[src/rtl/multicycle_control_fsm_pkg.sv]
// Shared types and constants for the multi-cycle RV32I control FSM.
// Holds the RV32I major opcodes, the 3-bit state encoding, ALU operand/op selector codes and
// the packed control word produced by the output decoder.
package multicycle_control_fsm_pkg;

  // RV32I major opcodes (IR[6:0])
  localparam logic [6:0] OpcLoad   = 7'b0000011;
  localparam logic [6:0] OpcStore  = 7'b0100011;
  localparam logic [6:0] OpcOp     = 7'b0110011;
  localparam logic [6:0] OpcOpImm  = 7'b0010011;
  localparam logic [6:0] OpcBranch = 7'b1100011;
  localparam logic [6:0] OpcJal    = 7'b1101111;
  localparam logic [6:0] OpcJalr   = 7'b1100111;
  localparam logic [6:0] OpcSystem = 7'b1110011;

  // ALU operand B selector
  localparam logic [1:0] SrcBReg  = 2'd0;
  localparam logic [1:0] SrcBFour = 2'd1;
  localparam logic [1:0] SrcBImm  = 2'd2;

  // ALU operation class
  localparam logic [1:0] AluAdd    = 2'd0;
  localparam logic [1:0] AluBranch = 2'd1;
  localparam logic [1:0] AluFunct  = 2'd2;

  typedef enum logic [2:0] {
    StIf   = 3'd0,
    StId   = 3'd1,
    StEx   = 3'd2,
    StMem  = 3'd3,
    StWb   = 3'd4,
    StBrNt = 3'd5,
    StHalt = 3'd6
  } state_e;

  typedef struct packed {
    logic       pc_write;
    logic       pc_source;
    logic       i_or_d;
    logic       mem_read;
    logic       mem_write;
    logic       ir_write;
    logic       alu_src_a;
    logic [1:0] alu_src_b;
    logic [1:0] alu_op;
    logic       reg_write;
    logic       mem_to_reg;
  } ctrl_t;

endpackage

[src/rtl/multicycle_control_fsm_if.sv]
// Control/status bundle between the control FSM and the datapath.
// master: the control FSM (drives control strobes, halt flag and counters).
// slave:  the datapath (drives opcode, branch condition, halt request and memory ready).
interface multicycle_control_fsm_if #(
  parameter int unsigned CNT_W = 32
);
  logic [6:0]       opcode;
  logic             alu_bcond;
  logic             ecall_halt;
  logic             mem_ready;
  logic             pc_write;
  logic             pc_source;
  logic             i_or_d;
  logic             mem_read;
  logic             mem_write;
  logic             ir_write;
  logic             alu_src_a;
  logic [1:0]       alu_src_b;
  logic [1:0]       alu_op;
  logic             reg_write;
  logic             mem_to_reg;
  logic             is_halted;
  logic [CNT_W-1:0] cycle_count;
  logic [CNT_W-1:0] instret;

  modport master (
    input  opcode, alu_bcond, ecall_halt, mem_ready,
    output pc_write, pc_source, i_or_d, mem_read, mem_write, ir_write, alu_src_a, alu_src_b,
           alu_op, reg_write, mem_to_reg, is_halted, cycle_count, instret
  );

  modport slave (
    output opcode, alu_bcond, ecall_halt, mem_ready,
    input  pc_write, pc_source, i_or_d, mem_read, mem_write, ir_write, alu_src_a, alu_src_b,
           alu_op, reg_write, mem_to_reg, is_halted, cycle_count, instret
  );
endinterface

[src/rtl/mcfsm_output_decode.sv]
// Moore output decode of the control FSM state (plus mem_ready / alu_bcond where a state
// completes early). Ports:
//   state, opcode, alu_bcond, mem_ready -> ctrl (packed control word; unlisted fields are 0)
module mcfsm_output_decode
  import multicycle_control_fsm_pkg::*;
(
  input  state_e     state,
  input  logic [6:0] opcode,
  input  logic       alu_bcond,
  input  logic       mem_ready,
  output ctrl_t      ctrl
);

  always_comb begin
    ctrl = '0;
    unique case (state)
      StIf: begin
        ctrl.mem_read = 1'b1;
        ctrl.ir_write = mem_ready;
      end
      StId: begin
        // ALUOut <= PC + imm (branch/jump target precompute)
        ctrl.alu_src_b = SrcBImm;
      end
      StEx: begin
        case (opcode)
          OpcOp: begin
            ctrl.alu_src_a = 1'b1;
            ctrl.alu_src_b = SrcBReg;
            ctrl.alu_op    = AluFunct;
          end
          OpcOpImm: begin
            ctrl.alu_src_a = 1'b1;
            ctrl.alu_src_b = SrcBImm;
            ctrl.alu_op    = AluFunct;
          end
          OpcLoad, OpcStore, OpcJalr: begin
            ctrl.alu_src_a = 1'b1;
            ctrl.alu_src_b = SrcBImm;
          end
          OpcBranch: begin
            ctrl.alu_src_a = 1'b1;
            ctrl.alu_src_b = SrcBReg;
            ctrl.alu_op    = AluBranch;
            ctrl.pc_write  = alu_bcond;
            ctrl.pc_source = alu_bcond;
          end
          OpcJal: begin
            // rd <= PC+4 from the live ALU while PC <= ALUOut (target from ID)
            ctrl.alu_src_b = SrcBFour;
            ctrl.reg_write = 1'b1;
            ctrl.pc_write  = 1'b1;
            ctrl.pc_source = 1'b1;
          end
          default: begin
            // Non-halting ECALL or unknown opcode: just step to PC+4
            ctrl.alu_src_b = SrcBFour;
            ctrl.pc_write  = 1'b1;
          end
        endcase
      end
      StMem: begin
        ctrl.i_or_d = 1'b1;
        if (opcode == OpcStore) begin
          ctrl.mem_write = 1'b1;
          if (mem_ready) begin
            ctrl.alu_src_b = SrcBFour;
            ctrl.pc_write  = 1'b1;
          end
        end else begin
          ctrl.mem_read = 1'b1;
        end
      end
      StWb: begin
        // rd takes ALUOut (R/I, mem_to_reg=0), MDR (load) or the live PC+4 (JALR)
        ctrl.alu_src_b  = SrcBFour;
        ctrl.reg_write  = 1'b1;
        ctrl.pc_write   = 1'b1;
        ctrl.mem_to_reg = (opcode == OpcLoad);
        ctrl.pc_source  = (opcode == OpcJalr);
      end
      StBrNt: begin
        ctrl.alu_src_b = SrcBFour;
        ctrl.pc_write  = 1'b1;
      end
      StHalt: begin
        ctrl = '0;
      end
      default: begin
        ctrl = '0;
      end
    endcase
  end

endmodule

[src/rtl/multicycle_control_fsm.sv]
// Control FSM for the multi-cycle RV32I core. Sequences IF/ID/EX/MEM/WB over a shared ALU and
// unified memory, stops on the halting ECALL and keeps cycle / retired-instruction counters.
// Ports:
//   clk    - rising-edge clock
//   reset  - synchronous active-high reset (state IF, counters cleared, strobes forced low)
//   bus    - master side of multicycle_control_fsm_if (datapath inputs, control outputs,
//            is_halted, cycle_count, instret)
module multicycle_control_fsm
  import multicycle_control_fsm_pkg::*;
#(
  parameter int unsigned CNT_W         = 32,
  parameter bit          MEM_HAS_READY = 1'b1
) (
  input logic                      clk,
  input logic                      reset,
  multicycle_control_fsm_if.master bus
);

  state_e           state_q, state_d;
  ctrl_t            ctrl;
  logic             mem_ready_eff;
  logic [CNT_W-1:0] cycle_q, instret_q;

  assign mem_ready_eff = MEM_HAS_READY ? bus.mem_ready : 1'b1;

  mcfsm_output_decode u_output_decode (
    .state     (state_q),
    .opcode    (bus.opcode),
    .alu_bcond (bus.alu_bcond),
    .mem_ready (mem_ready_eff),
    .ctrl      (ctrl)
  );

  always_comb begin
    state_d = state_q;
    unique case (state_q)
      StIf: if (mem_ready_eff) state_d = StId;
      StId: begin
        if (bus.opcode == OpcSystem && bus.ecall_halt) state_d = StHalt;
        else                                           state_d = StEx;
      end
      StEx: begin
        case (bus.opcode)
          OpcOp, OpcOpImm, OpcJalr: state_d = StWb;
          OpcLoad, OpcStore:        state_d = StMem;
          OpcBranch:                state_d = bus.alu_bcond ? StIf : StBrNt;
          default:                  state_d = StIf;
        endcase
      end
      StMem: if (mem_ready_eff) state_d = (bus.opcode == OpcLoad) ? StWb : StIf;
      StWb, StBrNt: state_d = StIf;
      StHalt:       state_d = StHalt;
      default:      state_d = StIf;
    endcase
  end

  always_ff @(posedge clk) begin
    if (reset) begin
      state_q   <= StIf;
      cycle_q   <= '0;
      instret_q <= '0;
    end else begin
      state_q <= state_d;
      if (state_q != StHalt) cycle_q <= cycle_q + CNT_W'(1);
      if (ctrl.pc_write)     instret_q <= instret_q + CNT_W'(1);
    end
  end

  // Strobes are masked during reset so an interrupted access or write never completes.
  always_comb begin
    bus.pc_write    = ctrl.pc_write & ~reset;
    bus.mem_read    = ctrl.mem_read & ~reset;
    bus.mem_write   = ctrl.mem_write & ~reset;
    bus.ir_write    = ctrl.ir_write & ~reset;
    bus.reg_write   = ctrl.reg_write & ~reset;
    bus.pc_source   = ctrl.pc_source;
    bus.i_or_d      = ctrl.i_or_d;
    bus.alu_src_a   = ctrl.alu_src_a;
    bus.alu_src_b   = ctrl.alu_src_b;
    bus.alu_op      = ctrl.alu_op;
    bus.mem_to_reg  = ctrl.mem_to_reg;
    // HALT self-loops until reset, so the flag is sticky
    bus.is_halted   = (state_q == StHalt);
    bus.cycle_count = cycle_q;
    bus.instret     = instret_q;
  end

endmodule

[src/flat_wrapper.sv]
// flat-port wrapper written by rule: the top's interface ports become plain ports
module multicycle_control_fsm_flat import multicycle_control_fsm_pkg::*;
#(
  parameter int unsigned CNT_W         = 32,
  parameter bit          MEM_HAS_READY = 1'b1
)
  (clk, reset, bus_opcode, bus_alu_bcond, bus_ecall_halt, bus_mem_ready, bus_pc_write, bus_pc_source, bus_i_or_d, bus_mem_read, bus_mem_write, bus_ir_write, bus_alu_src_a, bus_alu_src_b, bus_alu_op, bus_reg_write, bus_mem_to_reg, bus_is_halted, bus_cycle_count, bus_instret);
  multicycle_control_fsm_if #(.CNT_W(CNT_W)) bus_i ();
  input logic clk;
  input logic reset;
  input wire logic [$bits(bus_i.opcode)-1:0] bus_opcode;
  input wire logic [$bits(bus_i.alu_bcond)-1:0] bus_alu_bcond;
  input wire logic [$bits(bus_i.ecall_halt)-1:0] bus_ecall_halt;
  input wire logic [$bits(bus_i.mem_ready)-1:0] bus_mem_ready;
  output wire logic [$bits(bus_i.pc_write)-1:0] bus_pc_write;
  output wire logic [$bits(bus_i.pc_source)-1:0] bus_pc_source;
  output wire logic [$bits(bus_i.i_or_d)-1:0] bus_i_or_d;
  output wire logic [$bits(bus_i.mem_read)-1:0] bus_mem_read;
  output wire logic [$bits(bus_i.mem_write)-1:0] bus_mem_write;
  output wire logic [$bits(bus_i.ir_write)-1:0] bus_ir_write;
  output wire logic [$bits(bus_i.alu_src_a)-1:0] bus_alu_src_a;
  output wire logic [$bits(bus_i.alu_src_b)-1:0] bus_alu_src_b;
  output wire logic [$bits(bus_i.alu_op)-1:0] bus_alu_op;
  output wire logic [$bits(bus_i.reg_write)-1:0] bus_reg_write;
  output wire logic [$bits(bus_i.mem_to_reg)-1:0] bus_mem_to_reg;
  output wire logic [$bits(bus_i.is_halted)-1:0] bus_is_halted;
  output wire logic [$bits(bus_i.cycle_count)-1:0] bus_cycle_count;
  output wire logic [$bits(bus_i.instret)-1:0] bus_instret;
  assign bus_i.opcode = bus_opcode;
  assign bus_i.alu_bcond = bus_alu_bcond;
  assign bus_i.ecall_halt = bus_ecall_halt;
  assign bus_i.mem_ready = bus_mem_ready;
  assign bus_pc_write = bus_i.pc_write;
  assign bus_pc_source = bus_i.pc_source;
  assign bus_i_or_d = bus_i.i_or_d;
  assign bus_mem_read = bus_i.mem_read;
  assign bus_mem_write = bus_i.mem_write;
  assign bus_ir_write = bus_i.ir_write;
  assign bus_alu_src_a = bus_i.alu_src_a;
  assign bus_alu_src_b = bus_i.alu_src_b;
  assign bus_alu_op = bus_i.alu_op;
  assign bus_reg_write = bus_i.reg_write;
  assign bus_mem_to_reg = bus_i.mem_to_reg;
  assign bus_is_halted = bus_i.is_halted;
  assign bus_cycle_count = bus_i.cycle_count;
  assign bus_instret = bus_i.instret;
  multicycle_control_fsm #(.CNT_W(CNT_W), .MEM_HAS_READY(MEM_HAS_READY)) u_core (.clk(clk), .reset(reset), .bus(bus_i));
endmodule
[config.mk]
export PLATFORM = sky130hd
export DESIGN_NAME = multicycle_control_fsm_flat
export DESIGN_NICKNAME = d
export VERILOG_FILES = /design/src/rtl/multicycle_control_fsm_pkg.sv /design/src/rtl/multicycle_control_fsm_if.sv /design/src/rtl/mcfsm_output_decode.sv /design/src/rtl/multicycle_control_fsm.sv /design/src/flat_wrapper.sv
export SDC_FILE = /design/constraint.sdc
export NUM_CORES = 1
export LEC_CHECK = 0
export CORE_MARGIN = 2
export CORE_UTILIZATION = 50
export CTS_BUF_LIST = sky130_fd_sc_hd__clkbuf_2 sky130_fd_sc_hd__clkbuf_4 sky130_fd_sc_hd__clkbuf_8
export DETAILED_ROUTE_END_ITERATION = 8
export PLACE_DENSITY_LB_ADDON = 0.2
export SLEW_MARGIN = 20
export SYNTH_ARGS = -nofsm -noshare
export SYNTH_HDL_FRONTEND = slang
export SYNTH_SLANG_ARGS = --single-unit
[constraint.sdc]
create_clock -name clk -period 4.64 [get_ports clk]
set_input_delay 1.392 -clock clk [delete_from_list [all_inputs] [get_ports clk]]
set_output_delay 1.392 -clock clk [all_outputs]
set_load 0.01 [all_outputs]
==> impl_metrics.py, run 1 <==
metrics = {
    "logic_synthesis": {
        "synth_async_sr_flop_share_pct": 0,
        "synth_cell_types": 46,
        "ys_seq_area_share_pct": 39.0,
        "synth_area_sq_mm": 0.00344,
        "synth_area_leaders": "dfxtp_1 39%, a21oi_1 6.1%, nor2_1 5.7%",
        "synth_edf_count": 0,
        "syn_inst": 427,
        "synth_nets": 441,
        "ys_warn_count": 0,
        "yosysTopAreaCell": "dfxtp_1",
        "synth-seq-cells": 67,
        "synth_top_cell_area_share_pct": 39.0,
        "syn_area_per_cell_sq_um": 8.06,
        "synth-main-ff-cell": "dfxtp_1",
    },
    "finish": {
        "fin_cells": 602,
        "n_antenna_cell": 0,
        "final_common_cell": "clkdlybuf4s50_1",
        "multi_input_area_sq_mm": 0.00196,
        "final_cell_mix": "80 x clkdlybuf4s50_1, 67 x dfxtp_1, 52 x nor2_1",
        "layout-drive-gt1-share_pct": 9.20,
        "nets": 531,
        "nFillCells": 569,
        "synthToLayoutAreaGrowth_pct": 35.4,
        "ff_latch_area_sq_mm": 0.00134,
    },
    "cts": {
        "cts-root-buf": "clkbuf_8",
        "htree_levels": 3,
        "cts_made_buffers": 9,
        "insertion_delay_ns": 0.33,
        "tritoncts": "done",
        "cts.path.max_buffers": 2,
        "cts_num_sinks": 67,
        "clk_transition_reported_paths_ns": 0.07,
    },
    "timing": {
        "period_share_pct": 98.7,
        "drv_slew": 0,
        "setup_viol": 0,
        "period_needed_ns": 4.58,
        "maxSlewHeadroom_pct": 53.6,
        "clock.fmax_mhz": 218,
        "hold_viol": 0,
        "finClkSkew_ns": 0.00910,
        "whs_ns": 0.484,
        "worst_pin_slew_ns": 0.691,
        "setup_tns_ns": 0,
        "rsz0062_at_grt": "false",
    },
    "setup_path": {
        "crit_fanout": 4,
        "required_ns": 3.25,
        "start_kind": "input pin",
        "cp.arrival_ns": 3.19,
        "cp-end-kind": "primary output",
        "critPathKind": "input pin to primary output",
        "r2r_cells": 6,
    },
    "placed_design": {
        "dp_hpwl_mm": 5.89,
        "dpl.cell_count": 585,
        "place_congestion": 0.943,
        "portBuffers": 89,
    },
    "global_route": {
        "antenna_found_initial": 0,
        "grt_usage_pct": 23.1,
        "grt_pass1_vias": 3137,
        "grt_pass1_wl_mm": 14.1,
        "grt_max_degree": 65,
        "gr-total-overflow": 0,
    },
    "power": {
        "p_leak_uw": 0.00163,
        "fin_total_pwr_uw": 1130,
        "ir_worst_vdd_mv": 0.144,
        "power.density_mw_per_mm2": 244,
    },
    "floorplan": {
        "start_util_pct": 51.2,
        "die_w_microns": 87.0,
        "rows": 30,
        "chipHeight_microns": 87.0,
        "boundaryPins": 90,
        "dieArea_sq_mm": 0.00756,
        "core_sq_mm": 0.00672,
    },
    "worst_hold_path": {
        "hold_path_class": "register to register",
        "min_path_cells": 2,
    },
    "status": {
        "status": "complete, no violations",
    },
    "route": {
        "wire_per_inst_microns": 14.1,
        "drt_pass1_iterations": 4,
        "vias": 3436,
        "remaining_drc_errors": 0,
        "via_per_inst": 5.71,
        "drt_iter0_drc": 150,
        "drt_wl_total_mm": 8.49,
        "final_antenna_net_count": 0,
    },
    "job": {
        "maxCapViolCount": 0,
    },
}
-- synth_stat cells (3+ instances only) --
cell,count
dfxtp_1,67
nor3_1,9
inv_1,14
buf_4,4
clkbuf_1,13
a21oi_1,42
o41ai_1,4
o21ai_0,20
nand3_1,18
o31ai_1,16
nand2_1,33
nand4_1,16
buf_2,8
nor3_2,3
nor2_1,52
nand2b_1,4
nor2b_1,5
or4b_1,4
xnor2_1,8
xor2_1,21
or4_1,16
or3_1,13
and3_1,6
-- routing by layer --
layer  vias up  GRT usage [%]  part of all wire, %
li1       1714              -                    -
met1      1636           29.7                   45
met2        82           38.9                   50
met3         4           3.60                  4.2
met4         0           8.81                 0.54
met5         -              0                    0
-- cells by family (layout without fill, tap and decap cells) --
logic type	Yosys count	in the layout	share of synthesized area [%]
AND/OR/NAND/NOR	196	196	31.4
AO/OA/AOI/OAI	90	90	15.5
flip-flops	67	67	39.0
buffers and inverters	40	135	5.13
XOR/XNOR	29	29	7.38
multiplexers	3	3	0.909
adder cells (fa/ha/maj)	2	2	0.727
-- power breakdown --
part | switching (uW) | internal (uW) | total, uW
Clock | 224 | 255 | 479
Sequential | 5.77 | 578 | 584
Combinational | 38.8 | 32.0 | 70.8
-- state kept, by name (all words and copies together) (netlist names) --
| signal | flops |
|---|---|
| u_core.state_q | 3 |
| u_core.bus.cycle_count | 32 |
| u_core.bus.instret | 32 |
-- worst max-delay path, cell delays in order --
cell	delay, ns
clkdlybuf4s50_1	0.54
nand3b_1	0.19
nor3_2	0.24
a21oi_1	0.10
nor3_1	0.16
clkdlybuf4s50_1	0.57
-- stage by stage --
stage,setup WS (ns),instance area (sq um),utilization [%]
2_1_floorplan,0.428,3440,-
3_3_place_gp,-0.0591,4420,65.8
3_5_place_dp,-0.150,4420,65.8
4_1_cts,0.0197,4630,68.9
5_1_grt,0.0000357,4660,69.3
6_report,0.0606,4660,69.3
-- timing repair --
item / CTS / global route
hold buffers: 0 / 0
pin swaps: 3 / 0
endpoints found under the hold margin: 0 / 0
buffers inserted: 1 / 0
resized for setup: 7 / 5
setup endpoints to repair: 6 / 4
cloned: 0 / 0
-- worst paths after layout --
kind,slack (ns),startpoint,to
worst max register to register,2.03,u_core.state_q[2],u_core.bus.instret[27]
worst max-delay path,0.06,bus_opcode[6],bus_reg_write
worst min register to register,0.48,u_core.bus.instret[31],u_core.bus.instret[31]
worst min-delay path,0.48,u_core.bus.instret[31],u_core.bus.instret[31]
-- final cells by class --
| type | instances | area share [%] |
|---|---|---|
| multi-input cells | 320 | 42.1 |
| flip-flops and latches | 67 | 28.8 |
| repair buffers | 105 | 21.6 |
| clock buffers | 10 | 2.82 |
| well taps | 80 | 2.15 |
| clock inverters | 6 | 1.40 |
| inverters | 14 | 1.13 |
Note: power is estimated with default switching activity, not from simulation.
==> inputs of run 2 (changes only) <==
--- a/config.mk
+++ b/config.mk
@@ -5,8 +5,10 @@
 export SDC_FILE = /design/constraint.sdc
 export NUM_CORES = 1
 export LEC_CHECK = 0
+export CELL_PAD_IN_SITES_DETAIL_PLACEMENT = 1
+export CELL_PAD_IN_SITES_GLOBAL_PLACEMENT = 1
 export CORE_MARGIN = 2
-export CORE_UTILIZATION = 50
+export CORE_UTILIZATION = 37
 export CTS_BUF_LIST = sky130_fd_sc_hd__clkbuf_2 sky130_fd_sc_hd__clkbuf_4 sky130_fd_sc_hd__clkbuf_8
 export DETAILED_ROUTE_END_ITERATION = 8
 export PLACE_DENSITY_LB_ADDON = 0.2
==> run 2 against run 1 <==
Compared with the run above:
- largest power group unchanged
- clock power up 15%
- global-route usage down 2.9 points
- largest cell class unchanged
- hold slack worse by 0.0019 ns
- non-clock buffer count up 3
- clock skew up 0.0017 ns
- flip-flop and latch count unchanged
- the run now ends with negative setup slack left
- design area up 2.0%
==> impl_metrics.py, run 2 (synthesized netlist as in run 1, its figures left out) <==
metrics = {
    "cts": {
        "cts_num_sinks": 67,
        "tritoncts": "done",
        "htree_levels": 3,
        "clk_transition_reported_paths_ns": 0.08,
        "ctsHoldBuffers": 0,
        "cts_made_buffers": 9,
        "cts-root-buf": "clkbuf_8",
        "insertion_delay_ns": 0.34,
        "cts.path.max_buffers": 2,
    },
    "floorplan": {
        "core_sq_mm": 0.00911,
        "start_util_pct": 37.8,
        "die_w_microns": 100,
        "boundaryPins": 90,
        "rows": 35,
        "chipHeight_microns": 100,
        "dieArea_sq_mm": 0.0101,
    },
    "setup_path": {
        "r2r-end": "u_core.bus.instret[27]",
        "crit_top_cell": "buf_4",
        "start_kind": "input pin",
        "crit_fanout": 3,
        "cp-end-kind": "primary output",
        "r2r_cells": 6,
        "critPathKind": "input pin to primary output",
        "path_cells": "clkdlybuf4s50_1 > nand4bb_1 > buf_4 > buf_4 > a211oi_1 > o21bai_1 > a21oi_1 > dlygate4sd2_1",
        "rrSetupSlack_ns": 1.97,
        "slowest_stage": "clkdlybuf4s50_1",
        "required_ns": 3.25,
        "cp_top_family": "buffers and inverters",
        "path_depth": 8,
        "worst_path_largest_cell_delay_ns": 0.43,
        "cp.arrival_ns": 3.26,
        "critPathBufInv": 4,
        "reg2reg_from": "u_core.state_q[2]",
    },
    "timing": {
        "period_share_pct": 100,
        "period_needed_ns": 4.65,
        "hold_viol": 0,
        "finClkSkew_ns": 0.0108,
        "worst_pin_slew_ns": 0.692,
        "clock.fmax_mhz": 215,
        "setup_viol": 1,
        "drv_slew": 0,
        "whs_ns": 0.482,
        "maxSlewHeadroom_pct": 53.5,
        "rsz0062_at_grt": "true",
        "layout_setup_ws_ns": -0.00804,
    },
    "placed_design": {
        "place_area_sq_mm": 0.00448,
        "dpl.cell_count": 618,
        "dp_hpwl_mm": 7.06,
        "portBuffers": 89,
        "place_congestion": 0.801,
    },
    "route": {
        "final_antenna_net_count": 0,
        "via_per_inst": 5.52,
        "vias": 3510,
        "wire_per_inst_microns": 15.7,
        "drt_pass1_iterations": 4,
        "drt_wl_total_mm": 10.0,
        "drt_iter0_drc": 65,
        "remaining_drc_errors": 0,
    },
    "power": {
        "pwr-share-seq_pct": 48.4,
        "switching_share_pct": 23.7,
        "power.internal_uw": 922,
        "ir_worst_vdd_mv": 0.132,
        "p_comb_share_pct": 6.2,
        "clkPwrFrac_pct": 45.4,
        "p_leak_uw": 0.00172,
        "fin_total_pwr_uw": 1210,
        "power.density_mw_per_mm2": 254,
        "p_sw_uw": 286,
    },
    "finish": {
        "nets": 534,
        "final_cell_mix": "79 x clkdlybuf4s50_1, 67 x dfxtp_1, 52 x nor2_1",
        "fin_area_sq_mm": 0.00475,
        "n_antenna_cell": 0,
        "synthToLayoutAreaGrowth_pct": 38.0,
        "fin_cells": 636,
        "post-route-util_pct": 52.1,
        "final_common_cell": "clkdlybuf4s50_1",
        "layout-drive-gt1-share_pct": 9.71,
    },
    "global_route": {
        "grt_usage_pct": 20.2,
        "antenna_found_initial": 0,
        "gr-total-overflow": 0,
        "grt_max_degree": 62,
        "grt_pass1_wl_mm": 16.8,
        "grt_pass1_vias": 3566,
    },
    "status": {
        "status": "finished, violations left",
        "failed_checks": "negative setup slack",
    },
    "worst_hold_path": {
        "hp-start": "u_core.bus.instret[31]",
        "min_to": "u_core.bus.instret[31]",
        "min_path_cells": 2,
        "hold_path_class": "register to register",
    },
    "job": {
        "maxCapViolCount": 0,
    },
}
run 2: changes by cell type in the layout (fill, tap and decap cells not counted), sizes merged:
cell           delta
bufinv            +1
dlymetal6s2s      +5
clkinvlp          +1
clkdlybuf4s50     -1
clkinv            -2
buf               +3
dlygate4sd2       -4
run 2: stage by stage:
step / setup TNS, ns / worst slack, ns
finish: -0.00804 / -0.00804
global route: -0.153 / -0.133
CTS: -0.0579 / -0.0463
detailed placement: -0.212 / -0.0638
global placement: -0.105 / -0.0508
floorplan: 0 / 0.428
run 2: repair_timing:
item,CTS,global route
hold endpoints to repair,0,0
setup endpoints to repair,6,8
resized for setup,3,11
setup buffers,0,2
pin swaps,0,3
run 2: worst reg2reg max path, delay by kind of cell, from the launching register on:
| family | cells | cell delay, ns |
|---|---|---|
| compound gates | 1 | 0.16 |
| simple gates | 4 | 1.63 |
| flops | 1 | 0.64 |
| xor+xnor | 1 | 0.19 |
run 2: worst max-delay path by stage:
stage                             start                to  slack, ns
after global placement    bus_opcode[2]      bus_pc_write      -0.05
final                     bus_opcode[2]  bus_alu_src_b[1]     -0.008
after CTS                 bus_opcode[1]      bus_pc_write      -0.05
after floorplan           bus_opcode[5]      bus_pc_write       0.43
after detailed placement  bus_opcode[6]     bus_reg_write      -0.06
after global routing      bus_opcode[2]  bus_alu_src_b[1]      -0.13
run 2: per-layer routing:
layer	vias to the layer above	share of wire [%]	GRT usage, %
li1	1713	-	-
met1	1722	45	24.9
met2	63	50	35.4
met3	12	3.7	3.76
met4	0	1.3	6.53
met5	-	0	0
run 2: power groups by stage:
stage	combinational (uW)	sequential, uW	clock (uW)
CTS	73.8	584	560
detailed placement	73.5	598	0
global placement	71.6	597	0
global route	82.4	585	584
floorplan	38.2	596	0
finish	74.7	584	549
run 2: layout make-up:
cell class | instances | area (sq um)
Tap cell | 111 | 139
Timing Repair Buffer | 108 | 1050
Sequential cell | 67 | 1340
Multi-Input combinational cell | 320 | 1950
Clock buffer | 10 | 131
Inverter | 14 | 52.6
Fill cell | 1095 | 4360
Clock inverter | 6 | 88.8
==> inputs of run 3 (changes only) <==
--- a/config.mk
+++ b/config.mk
@@ -5,6 +5,7 @@
 export SDC_FILE = /design/constraint.sdc
 export NUM_CORES = 1
 export LEC_CHECK = 0
+export ABC_CLOCK_PERIOD_IN_PS = 4640
 export CELL_PAD_IN_SITES_DETAIL_PLACEMENT = 1
 export CELL_PAD_IN_SITES_GLOBAL_PLACEMENT = 1
 export CORE_MARGIN = 2
==> results of run 3 <==
No change in the layout: final DEF, timing and power equal those of run 2.
